## src/rtl/processor_pkg.sv

```systemverilog
//------------------------------------------------------------------------------
// Module  : processor_pkg
// Brief   : Shared widths, HALT encoding, opcodes and program-memory states.
// Rev     : 1.0
//------------------------------------------------------------------------------
`default_nettype none

package processor_pkg;

  localparam int ADDR_W  = 4;
  localparam int INSTR_W = 8;
  localparam int DEPTH   = 16;

  localparam logic [INSTR_W-1:0] HALT_WORD = 8'hC0;

  // Major opcode sits in the top two bits of each instruction word
  localparam int OP_W = 2;
  localparam logic [OP_W-1:0] OP_LOAD = 2'b00;
  localparam logic [OP_W-1:0] OP_ADD  = 2'b01;
  localparam logic [OP_W-1:0] OP_JMP  = 2'b10;
  localparam logic [OP_W-1:0] OP_HALT = 2'b11;

  typedef enum logic [1:0] {
    ST_INIT = 2'd0,
    ST_LOAD = 2'd1,
    ST_RUN  = 2'd2
  } pm_state_e;

  function automatic logic addr_in_range(input logic [31:0] addr, input int unsigned depth);
    return addr < depth;
  endfunction

endpackage

`default_nettype wire

```

## src/rtl/program_memory_if.sv

```systemverilog
//------------------------------------------------------------------------------
// Module  : program_memory_if
// Brief   : Load port and fetch handshake between loader/fetch stage and memory.
// Rev     : 1.0
//------------------------------------------------------------------------------
`default_nettype none

interface program_memory_if #(
  parameter int ADDR_W  = processor_pkg::ADDR_W,
  parameter int INSTR_W = processor_pkg::INSTR_W
) ();

  logic               load_we;
  logic [ADDR_W-1:0]  load_addr;
  logic [INSTR_W-1:0] load_data;
  logic               load_err;

  logic               fetch_req;
  logic [ADDR_W-1:0]  fetch_addr;
  logic               fetch_ready;
  logic               fetch_valid;
  logic [INSTR_W-1:0] instruction;
  logic               fetch_err;

  modport master (
    output load_we, load_addr, load_data, fetch_req, fetch_addr,
    input  load_err, fetch_ready, fetch_valid, instruction, fetch_err
  );

  modport slave (
    input  load_we, load_addr, load_data, fetch_req, fetch_addr,
    output load_err, fetch_ready, fetch_valid, instruction, fetch_err
  );

endinterface

`default_nettype wire

```

## src/rtl/program_memory_storage.sv

```systemverilog
//------------------------------------------------------------------------------
// Module  : pm_storage
// Brief   : DEPTH x INSTR_W simple dual-port RAM, one write port, registered read.
// Rev     : 1.0
//------------------------------------------------------------------------------
`default_nettype none

module pm_storage #(
  parameter int ADDR_W  = 4,
  parameter int INSTR_W = 8,
  parameter int DEPTH   = 16
) (
  input  logic               clk,
  input  logic               we_i,
  input  logic [ADDR_W-1:0]  waddr_i,
  input  logic [INSTR_W-1:0] wdata_i,
  input  logic               re_i,
  input  logic [ADDR_W-1:0]  raddr_i,
  output logic [INSTR_W-1:0] rdata_o
);

  logic [INSTR_W-1:0] mem_q [DEPTH];
  logic [INSTR_W-1:0] rdata_q;

  // Callers guarantee both addresses are below DEPTH when their enables are set
  always_ff @(posedge clk) begin
    if (we_i) begin
      mem_q[waddr_i] <= wdata_i;
    end
    if (re_i) begin
      rdata_q <= mem_q[raddr_i];
    end
  end

  assign rdata_o = rdata_q;

endmodule

`default_nettype wire

```

## src/rtl/program_memory.sv

```systemverilog
//------------------------------------------------------------------------------
// Module  : program_memory
// Brief   : Writable instruction store: HALT self-fill, load port, 1-cycle fetch.
// Rev     : 1.0
//------------------------------------------------------------------------------
`default_nettype none

module program_memory #(
  parameter int                               ADDR_W    = processor_pkg::ADDR_W,
  parameter int                               INSTR_W   = processor_pkg::INSTR_W,
  parameter int                               DEPTH     = processor_pkg::DEPTH,
  parameter logic [processor_pkg::INSTR_W-1:0] HALT_WORD = processor_pkg::HALT_WORD
) (
  input  logic                   clk,
  input  logic                   rst_n,
  input  logic                   clear,
  input  logic                   load_mode,
  output logic                   init_done,
  program_memory_if.slave        bus
);

  import processor_pkg::*;

  localparam logic [ADDR_W-1:0] LAST_ADDR = ADDR_W'(DEPTH - 1);

  pm_state_e          state_q, state_d;
  logic [ADDR_W-1:0]  cnt_q, cnt_d;
  logic               fetch_valid_q, fetch_valid_d;
  logic               fetch_err_q, fetch_err_d;
  logic               halt_sel_q, halt_sel_d;
  logic               load_err_q, load_err_d;

  logic               mem_we;
  logic [ADDR_W-1:0]  mem_waddr;
  logic [INSTR_W-1:0] mem_wdata;
  logic               mem_re;
  logic [INSTR_W-1:0] mem_rdata;

  logic               fetch_accept;
  logic               load_in_range;
  logic               fetch_in_range;

  assign load_in_range  = addr_in_range(32'(bus.load_addr), DEPTH);
  assign fetch_in_range = addr_in_range(32'(bus.fetch_addr), DEPTH);

  // Ready comes from the current state, so a fetch in a mode-switch or clear cycle is still taken
  assign fetch_accept   = bus.fetch_req && (state_q == ST_RUN);
  assign mem_re         = fetch_accept && fetch_in_range;

  always_ff @(posedge clk or negedge rst_n) begin
    if (!rst_n) begin
      state_q       <= ST_INIT;
      cnt_q         <= '0;
      fetch_valid_q <= 1'b0;
      fetch_err_q   <= 1'b0;
      halt_sel_q    <= 1'b1;
      load_err_q    <= 1'b0;
    end else begin
      state_q       <= state_d;
      cnt_q         <= cnt_d;
      fetch_valid_q <= fetch_valid_d;
      fetch_err_q   <= fetch_err_d;
      halt_sel_q    <= halt_sel_d;
      load_err_q    <= load_err_d;
    end
  end

  always_comb begin
    state_d    = state_q;
    cnt_d      = cnt_q;
    mem_we     = 1'b0;
    mem_waddr  = bus.load_addr;
    mem_wdata  = bus.load_data;
    load_err_d = 1'b0;

    if (clear) begin
      state_d = ST_INIT;
      cnt_d   = '0;
    end else begin
      case (state_q)
        ST_INIT: begin
          mem_we    = 1'b1;
          mem_waddr = cnt_q;
          mem_wdata = HALT_WORD;
          if (cnt_q == LAST_ADDR) begin
            state_d = load_mode ? ST_LOAD : ST_RUN;
          end else begin
            cnt_d = cnt_q + 1'b1;
          end
        end
        ST_LOAD: begin
          if (bus.load_we) begin
            if (load_in_range) begin
              mem_we = 1'b1;
            end else begin
              load_err_d = 1'b1;
            end
          end
          if (!load_mode) begin
            state_d = ST_RUN;
          end
        end
        ST_RUN: begin
          if (load_mode) begin
            state_d = ST_LOAD;
          end
        end
        default: begin
          state_d = ST_INIT;
          cnt_d   = '0;
        end
      endcase
    end
  end

  // The output mux selects HALT until an in-range fetch lands, so the word holds between fetches
  always_comb begin
    fetch_valid_d = fetch_accept;
    fetch_err_d   = fetch_accept && !fetch_in_range;
    halt_sel_d    = fetch_accept ? !fetch_in_range : halt_sel_q;
  end

  pm_storage #(
    .ADDR_W  (ADDR_W),
    .INSTR_W (INSTR_W),
    .DEPTH   (DEPTH)
  ) u_storage (
    .clk     (clk),
    .we_i    (mem_we),
    .waddr_i (mem_waddr),
    .wdata_i (mem_wdata),
    .re_i    (mem_re),
    .raddr_i (bus.fetch_addr),
    .rdata_o (mem_rdata)
  );

  assign init_done       = (state_q != ST_INIT);
  assign bus.fetch_ready = (state_q == ST_RUN);
  assign bus.fetch_valid = fetch_valid_q;
  assign bus.fetch_err   = fetch_err_q;
  assign bus.load_err    = load_err_q;
  assign bus.instruction = halt_sel_q ? HALT_WORD : mem_rdata;

endmodule

`default_nettype wire

```

## src/flat_wrapper.sv

```systemverilog
// flat-port wrapper written by rule: the top's interface ports become plain ports
module program_memory_flat import processor_pkg::*;
#(
  parameter int                               ADDR_W    = processor_pkg::ADDR_W,
  parameter int                               INSTR_W   = processor_pkg::INSTR_W,
  parameter int                               DEPTH     = processor_pkg::DEPTH,
  parameter logic [processor_pkg::INSTR_W-1:0] HALT_WORD = processor_pkg::HALT_WORD
)
  (clk, rst_n, clear, load_mode, init_done, bus_load_we, bus_load_addr, bus_load_data, bus_fetch_req, bus_fetch_addr, bus_load_err, bus_fetch_ready, bus_fetch_valid, bus_instruction, bus_fetch_err);
  program_memory_if #(.ADDR_W(ADDR_W), .INSTR_W(INSTR_W)) bus_i ();
  input  logic clk;
  input  logic rst_n;
  input  logic clear;
  input  logic load_mode;
  output logic init_done;
  input wire logic [$bits(bus_i.load_we)-1:0] bus_load_we;
  input wire logic [$bits(bus_i.load_addr)-1:0] bus_load_addr;
  input wire logic [$bits(bus_i.load_data)-1:0] bus_load_data;
  input wire logic [$bits(bus_i.fetch_req)-1:0] bus_fetch_req;
  input wire logic [$bits(bus_i.fetch_addr)-1:0] bus_fetch_addr;
  output wire logic [$bits(bus_i.load_err)-1:0] bus_load_err;
  output wire logic [$bits(bus_i.fetch_ready)-1:0] bus_fetch_ready;
  output wire logic [$bits(bus_i.fetch_valid)-1:0] bus_fetch_valid;
  output wire logic [$bits(bus_i.instruction)-1:0] bus_instruction;
  output wire logic [$bits(bus_i.fetch_err)-1:0] bus_fetch_err;
  assign bus_i.load_we = bus_load_we;
  assign bus_i.load_addr = bus_load_addr;
  assign bus_i.load_data = bus_load_data;
  assign bus_i.fetch_req = bus_fetch_req;
  assign bus_i.fetch_addr = bus_fetch_addr;
  assign bus_load_err = bus_i.load_err;
  assign bus_fetch_ready = bus_i.fetch_ready;
  assign bus_fetch_valid = bus_i.fetch_valid;
  assign bus_instruction = bus_i.instruction;
  assign bus_fetch_err = bus_i.fetch_err;
  program_memory #(.ADDR_W(ADDR_W), .INSTR_W(INSTR_W), .DEPTH(DEPTH), .HALT_WORD(HALT_WORD)) u_core (.clk(clk), .rst_n(rst_n), .clear(clear), .load_mode(load_mode), .init_done(init_done), .bus(bus_i));
endmodule
```

## config.mk

```make
export PLATFORM = sky130hd
export DESIGN_NAME = program_memory_flat
export DESIGN_NICKNAME = d
export VERILOG_FILES = /design/src/rtl/processor_pkg.sv /design/src/rtl/program_memory_if.sv /design/src/rtl/program_memory_storage.sv /design/src/rtl/program_memory.sv /design/src/flat_wrapper.sv
export SDC_FILE = /design/constraint.sdc
export NUM_CORES = 1
export LEC_CHECK = 0
export ABC_AREA = 1
export BUFFER_PORTS_ARGS = -buffer_cell sky130_fd_sc_hd__buf_2
export CORE_UTILIZATION = 60
export DETAILED_ROUTE_END_ITERATION = 10
export GPL_TIMING_DRIVEN = 0
export PLACE_DENSITY_LB_ADDON = 0.3
export SYNTH_ARGS = -nofsm -noshare
export SYNTH_HDL_FRONTEND = slang
export SYNTH_HIERARCHICAL = 1
export SYNTH_SLANG_ARGS = --single-unit
```

## constraint.sdc

```tcl
create_clock -name clk -period 5.4 [get_ports clk]
set_input_delay 1.35 -clock clk [delete_from_list [all_inputs] [get_ports clk]]
set_output_delay 1.35 -clock clk [all_outputs]
set_load 0.01 [all_outputs]
```

==> results.toml, run 1 <==
[placement]
place_hpwl_mm = 9.97
io_buffer_count = 29
dpl_cell_area_mm2 = 0.00685
gp_congestion = 0.837
preCtsSetupSlack_ps = 1930
placed_cells = 825

[drt]
drcViolationCount = 0
vias = 4752
viasPerCell = 5.54
wl_mm = 15.1
detail-route-antenna-nets = 0
wl_per_cell_um = 17.5
drt-pass1-iter-count = 8
drtIter0Drc = 453

[critical_path]
endpoint_kind = "flip-flop"
start_kind = "primary input"
crit_arrival_ps = 3130
path_class = "primary input to flip-flop"
crit_fanout = 10
cp.required_ps = 5540

[cts]
clk_latency_ps = 520
cts_max_level = 4
clockBufferDepth = 2
cts_tree = "yes"
holdBufCountCts = 0
post_cts_resized = 0
clock-sinks = 144
cts-root-buf = "clkbuf_8"
postCtsSetupRepairBufs = 0
clk_pin_slew_ps = 60
cts_buffers = 17

[timing]
worstMarginPinSlew_ps = 1440
finClkSkew_ps = 9.08
finalWorstSetupSlack_ps = 2410
setup_viol = 0
finalCriticalPeriod_ps = 2990
slew_headroom = 0.0389
tns_ps = 0
drv_slew = 0
period_share = 0.553
fmax_mhz = 335
rsz0062_at_grt = "no"
finalHoldViolations = 0

[yosys]
synth.avg_cell_area_um2 = 9.91
synthCells = 659
seq_area_frac_synth = 0.656
yosysUniqueCellTypes = 27
synth_seq_cells = 144
netlist_area_mm2 = 0.00653
ys_warn_count = 6

[finish]
final_cell_count_no_fill = 858
area_delta_synth_final_pct = 14.0
fillers = 744
drive_gt1_frac = 0.134
antennaDiodeCount = 0
final_cell_area_mm2 = 0.00745
nets = 735

[pwr]
switching_share = 0.263
leakage_nw = 3.34
power_frac_clock = 0.385
p_total_mw = 2.96
p_seq_frac = 0.469
powerDensity_mw_per_mm2 = 397
p_comb_frac = 0.146
peakVddDrop_v = 0.000306
p_sw_uw = 778
internal-power_mw = 2.18

[global_route]
antenna_found_initial = 0
gr-total-overflow = 0
grt_pass1_vias = 4592
grt_max_degree = 17
grt_usage = 0.296
grt_pass1_wl_mm = 24.0

[die]
die_h_um = 106
pin_count = 35
fp.dieW_um = 106
core_mm2 = 0.0105
std_cell_rows = 37
dieArea_mm2 = 0.0113
initial_core_util = 0.624

[worst_hold_path]
min_path_type = "flip-flop to flip-flop"

[run_status]
status = "finished, final reports clean"

[run]
max_cap_viol_count = 0
==> state kept, by name, indices dropped and copies added (netlist names) <==
register	count
u_core/halt_sel_q	1
u_core/cnt_q	4
u_core/bus.fetch_valid	1
u_core/u_storage/mem_q	128
u_core/state_q	2
u_core/u_storage/rdata_o	8
==> synth_stat cells <==
| cell | count | share of area |
|---|---|---|
| o21ai_0 | 5 | 0.0038 |
| nand3_2 | 1 | 0.0015 |
| buf_1 | 1 | 0.00057 |
| nand3_1 | 100 | 0.077 |
| buf_4 | 6 | 0.0069 |
| nand3b_1 | 2 | 0.0023 |
| nand2_4 | 1 | 0.0017 |
| dfrtp_1 | 7 | 0.027 |
| o22ai_1 | 1 | 0.00096 |
| o21ai_1 | 1 | 0.00077 |
| inv_2 | 4 | 0.0023 |
| clkbuf_1 | 1 | 0.00057 |
| edfxtp_1 | 136 | 0.63 |
| buf_2 | 14 | 0.011 |
| ha_1 | 4 | 0.0077 |
| nor2_1 | 35 | 0.020 |
| o211ai_1 | 1 | 0.0011 |
| or2_1 | 3 | 0.0029 |
| conb_1 | 1 | 0.00057 |
| inv_1 | 123 | 0.071 |
| nand2_1 | 198 | 0.11 |
| nand4_1 | 2 | 0.0019 |
| or2_2 | 3 | 0.0029 |
| buf_6 | 6 | 0.010 |
| a21oi_1 | 1 | 0.00077 |
| dfstp_2 | 1 | 0.0040 |
| o21ai_4 | 1 | 0.0025 |
==> path summary, 6_finish.rpt <==
path                                         from                      endpoint  slack [ps]  cells past startpoint
worst min-delay path            u_core/state_q[1]             u_core/state_q[1]         560                      2
min in group asynchronous                   rst_n             u_core/state_q[1]         700                      1
worst min register to register  u_core/state_q[1]             u_core/state_q[1]         560                      2
max in group asynchronous                   rst_n             u_core/halt_sel_q        4430                      1
worst max-delay path                        clear  u_core/u_storage/mem_q[5][5]        2410                      9
worst max register to register  u_core/state_q[0]  u_core/u_storage/mem_q[5][5]        2620                      9
==> power by group through the flow <==
stage	Sequential [mW]	Clock, mW	Combinational (mW)
floorplan	1.40	0	0.279
global placement	1.40	0	0.401
detailed placement	1.41	0	0.422
CTS	1.39	1.15	0.424
global route	1.39	1.19	0.482
finish	1.39	1.14	0.432
==> worst max-delay path, stage by stage <==
cell and delay, ps:
buf_2 100, inv_2 120, nand2_4 110, inv_1 90, buf_2 220, nand2_1 70, nand2_1 110, nand3b_1 170
nor2_1 800
==> layer usage <==
metal  vias up  part of all wire  GRT usage
met5         -                 0          0
met4         0             0.028      0.136
met3        31              0.11     0.0742
met2       318              0.48      0.461
met1      2204              0.39      0.395
li1       2199                 -          -
==> logic make-up after synthesis <==
group / count (synthesis) / synth area share
and+or+nand+nor: 345 / 0.224
buffers and inverters: 155 / 0.102
DFF: 144 / 0.656
AOI/OAI and AO/OA: 10 / 0.00996
adders and majority gates: 4 / 0.00766
other: 1 / 0.000574
==> per-stage QoR <==
stage / utilization / hold WS (ps)
3_5_place_dp: 0.655 / 538
4_1_cts: 0.711 / 552
6_report: 0.712 / 564
5_1_grt: 0.712 / 601
3_3_place_gp: 0.655 / 523
2_1_floorplan: - / 496
==> final cells by class <==
type | count | area, um^2 | share of cell area
Tap cell | 136 | 170 | 0.0228
Sequential cell | 144 | 4290 | 0.575
Clock inverter | 13 | 163 | 0.0218
Clock buffer | 19 | 422 | 0.0566
Timing Repair Buffer | 30 | 156 | 0.0210
Buffer | 28 | 190 | 0.0255
Multi-Input combinational cell | 361 | 1580 | 0.213
Inverter | 127 | 477 | 0.0640
==> placed cells by master, fill, tap and decap left out, types with 7 or more instances in the layout <==
cell	netlist	routed
nand3_1	100	100
clkbuf_16	0	16
nand2_1	198	198
nor2_1	35	35
buf_2	14	43
dfrtp_1	7	7
edfxtp_1	136	136
buf_6	6	7
inv_1	123	123
(Power assumes the default switching activity.)
==> run 2, diff against run 1 <==
--- a/config.mk
+++ b/config.mk
@@ -7,7 +7,7 @@
 export LEC_CHECK = 0
 export ABC_AREA = 1
 export BUFFER_PORTS_ARGS = -buffer_cell sky130_fd_sc_hd__buf_2
-export CORE_UTILIZATION = 60
+export CORE_UTILIZATION = 55
 export DETAILED_ROUTE_END_ITERATION = 10
 export GPL_TIMING_DRIVEN = 0
 export PLACE_DENSITY_LB_ADDON = 0.3
==> constraint.sdc (replaced) <==
create_clock -name clk -period 2.55 [get_ports clk]
set_input_delay 0.6375 -clock clk [delete_from_list [all_inputs] [get_ports clk]]
set_output_delay 0.6375 -clock clk [all_outputs]
set_load 0.01 [all_outputs]
==> run 2 against run 1 <==
The run now ends with DRC left. Largest cell class unchanged. Critical path type is now flip-flop to flip-flop. Sequential cell count is the same. Utilization shrank 3.8 points. Non-clock buffer count grew 10. Sequential power grew 110%. Total power grew 120%. Global-route usage shrank 3.3 points. Wire length grew 6.1%. Worst setup slack lost 2300 ps. Design area grew 4.2%. Critical path depth shrank 3.
==> results.toml, run 2 (same netlist as run 1, synthesis figures left out) <==
[finish]
nets = 745
drive_gt1_frac = 0.173
final_util = 0.674
multi_input_area_mm2 = 0.00173
regArea_mm2 = 0.00429
fillers = 836
top_register = "u_core/u_storage/mem_q"
area_delta_synth_final_pct = 18.8
final_common_cell = "nand2_1"
final_cell_area_mm2 = 0.00776
final_cell_mix = "nand2_1 (194), edfxtp_1 (136), inv_1 (123)"
antennaDiodeCount = 0
final_cell_count_no_fill = 875
largest_reg_flops = 128

[drt]
detail-route-antenna-nets = 0
vias = 4714
viasPerCell = 5.39
drt-pass1-iter-count = 8
drcViolationCount = 6
drtIter0Drc = 505
wl_mm = 16.0
wl_per_cell_um = 18.3

[placement]
gp_congestion = 0.859
dpl_cell_area_mm2 = 0.00686
placed_cells = 832
io_buffer_count = 29
place_hpwl_mm = 10.1
preCtsSetupSlack_ps = -245

[cts]
clk_pin_slew_ps = 60
cts_max_level = 4
clockBufferDepth = 2
cts_buffers = 17
cts-root-buf = "clkbuf_16"
cts_tree = "yes"
clk_latency_ps = 420
holdBufCountCts = 0
clock-sinks = 144

[timing]
drv_slew = 0
finalCriticalPeriod_ps = 2480
slew_headroom = 0.197
period_share = 0.973
finClkSkew_ps = 9.64
tns_ps = 0
fmax_mhz = 403
finalHoldViolations = 0
whs_ps = 97.6
rsz0062_at_grt = "yes"
worstMarginPinSlew_ps = 1200
finalWorstSetupSlack_ps = 69.1
setup_viol = 0

[global_route]
grt_pass1_vias = 4376
gr-total-overflow = 0
grt_usage = 0.263
antenna_found_initial = 0
grt_max_degree = 17
grt_pass1_wl_mm = 23.7

[critical_path]
r2r-end = "u_core/u_storage/mem_q[6][4]"
cp.required_ps = 2600
endpoint_kind = "flip-flop"
r2r_cells = 6
crit_fanout = 16
path_class = "flip-flop to flip-flop"
regToRegSetupSlack_ps = 70
crit_arrival_ps = 2530
r2r_start = "u_core/state_q[0]"
start_kind = "flip-flop"

[run]
max_cap_viol_count = 0

[die]
die_h_um = 111
initial_core_util = 0.567
fp.dieW_um = 111
std_cell_rows = 39
core_mm2 = 0.0115
dieArea_mm2 = 0.0123
pin_count = 35

[run_status]
violations = "DRC"
status = "complete, but fails checks"

[pwr]
peakVddDrop_v = 0.000477
powerDensity_mw_per_mm2 = 828
leakage_nw = 3.42
p_total_mw = 6.43

[worst_hold_path]
min_path_type = "primary input to async pin"
==> run 2: cell types whose count changed in the layout (fill, tap and decap cells not counted), sizes merged <==
cell,change
buf,+10
clkinv,+7
clkinvlp,-4
inv,-2
clkbuf,-1
==> run 2: routing by layer <==
layer,track usage,vias to the layer above,part of all wire
met5,0,-,0
met2,0.411,243,0.49
met3,0.0519,31,0.084
met1,0.355,2216,0.40
li1,-,2224,-
met4,0.127,0,0.025
==> run 2: cell type report <==
type	instances	area share
plain buffers	28	0.0245
clock buffers	18	0.0553
clock inverters	14	0.0190
inverters	127	0.0614
multi-input cells	361	0.222
flip-flops and latches	144	0.552
well taps	143	0.0230
repair buffers	40	0.0422
==> run 2: timing repair <==
action	in CTS	in global routing
pin swaps	0	11
setup buffers	0	10
endpoints found under the setup margin	102	192
gates resized for setup	3	37
==> run 2: where the power goes <==
| part | internal [mW] | switching (mW) |
|---|---|---|
| Sequential | 2.87 | 0.0641 |
| Clock | 1.51 | 0.918 |
| Combinational | 0.300 | 0.763 |
==> run 2: worst max-delay path by stage <==
stage                      startpoint                       endpoint  slack [ps]
detailed placement              clear   u_core/u_storage/mem_q[9][2]        -240
global route        u_core/state_q[0]  u_core/u_storage/mem_q[12][4]         -70
finish              u_core/state_q[0]   u_core/u_storage/mem_q[6][4]          70
floorplan           u_core/state_q[0]  u_core/u_storage/mem_q[10][0]         410
CTS                 u_core/state_q[0]   u_core/u_storage/mem_q[4][0]        -160
global placement                clear  u_core/u_storage/mem_q[12][6]        -120
==> run 2: worst max-delay path: stages, from the launching register on <==
cell and delay (ps):
dfrtp_1 400, inv_1 100, ha_1 280, nand2_4 150, inv_1 70, buf_2 190
nor2_1 920
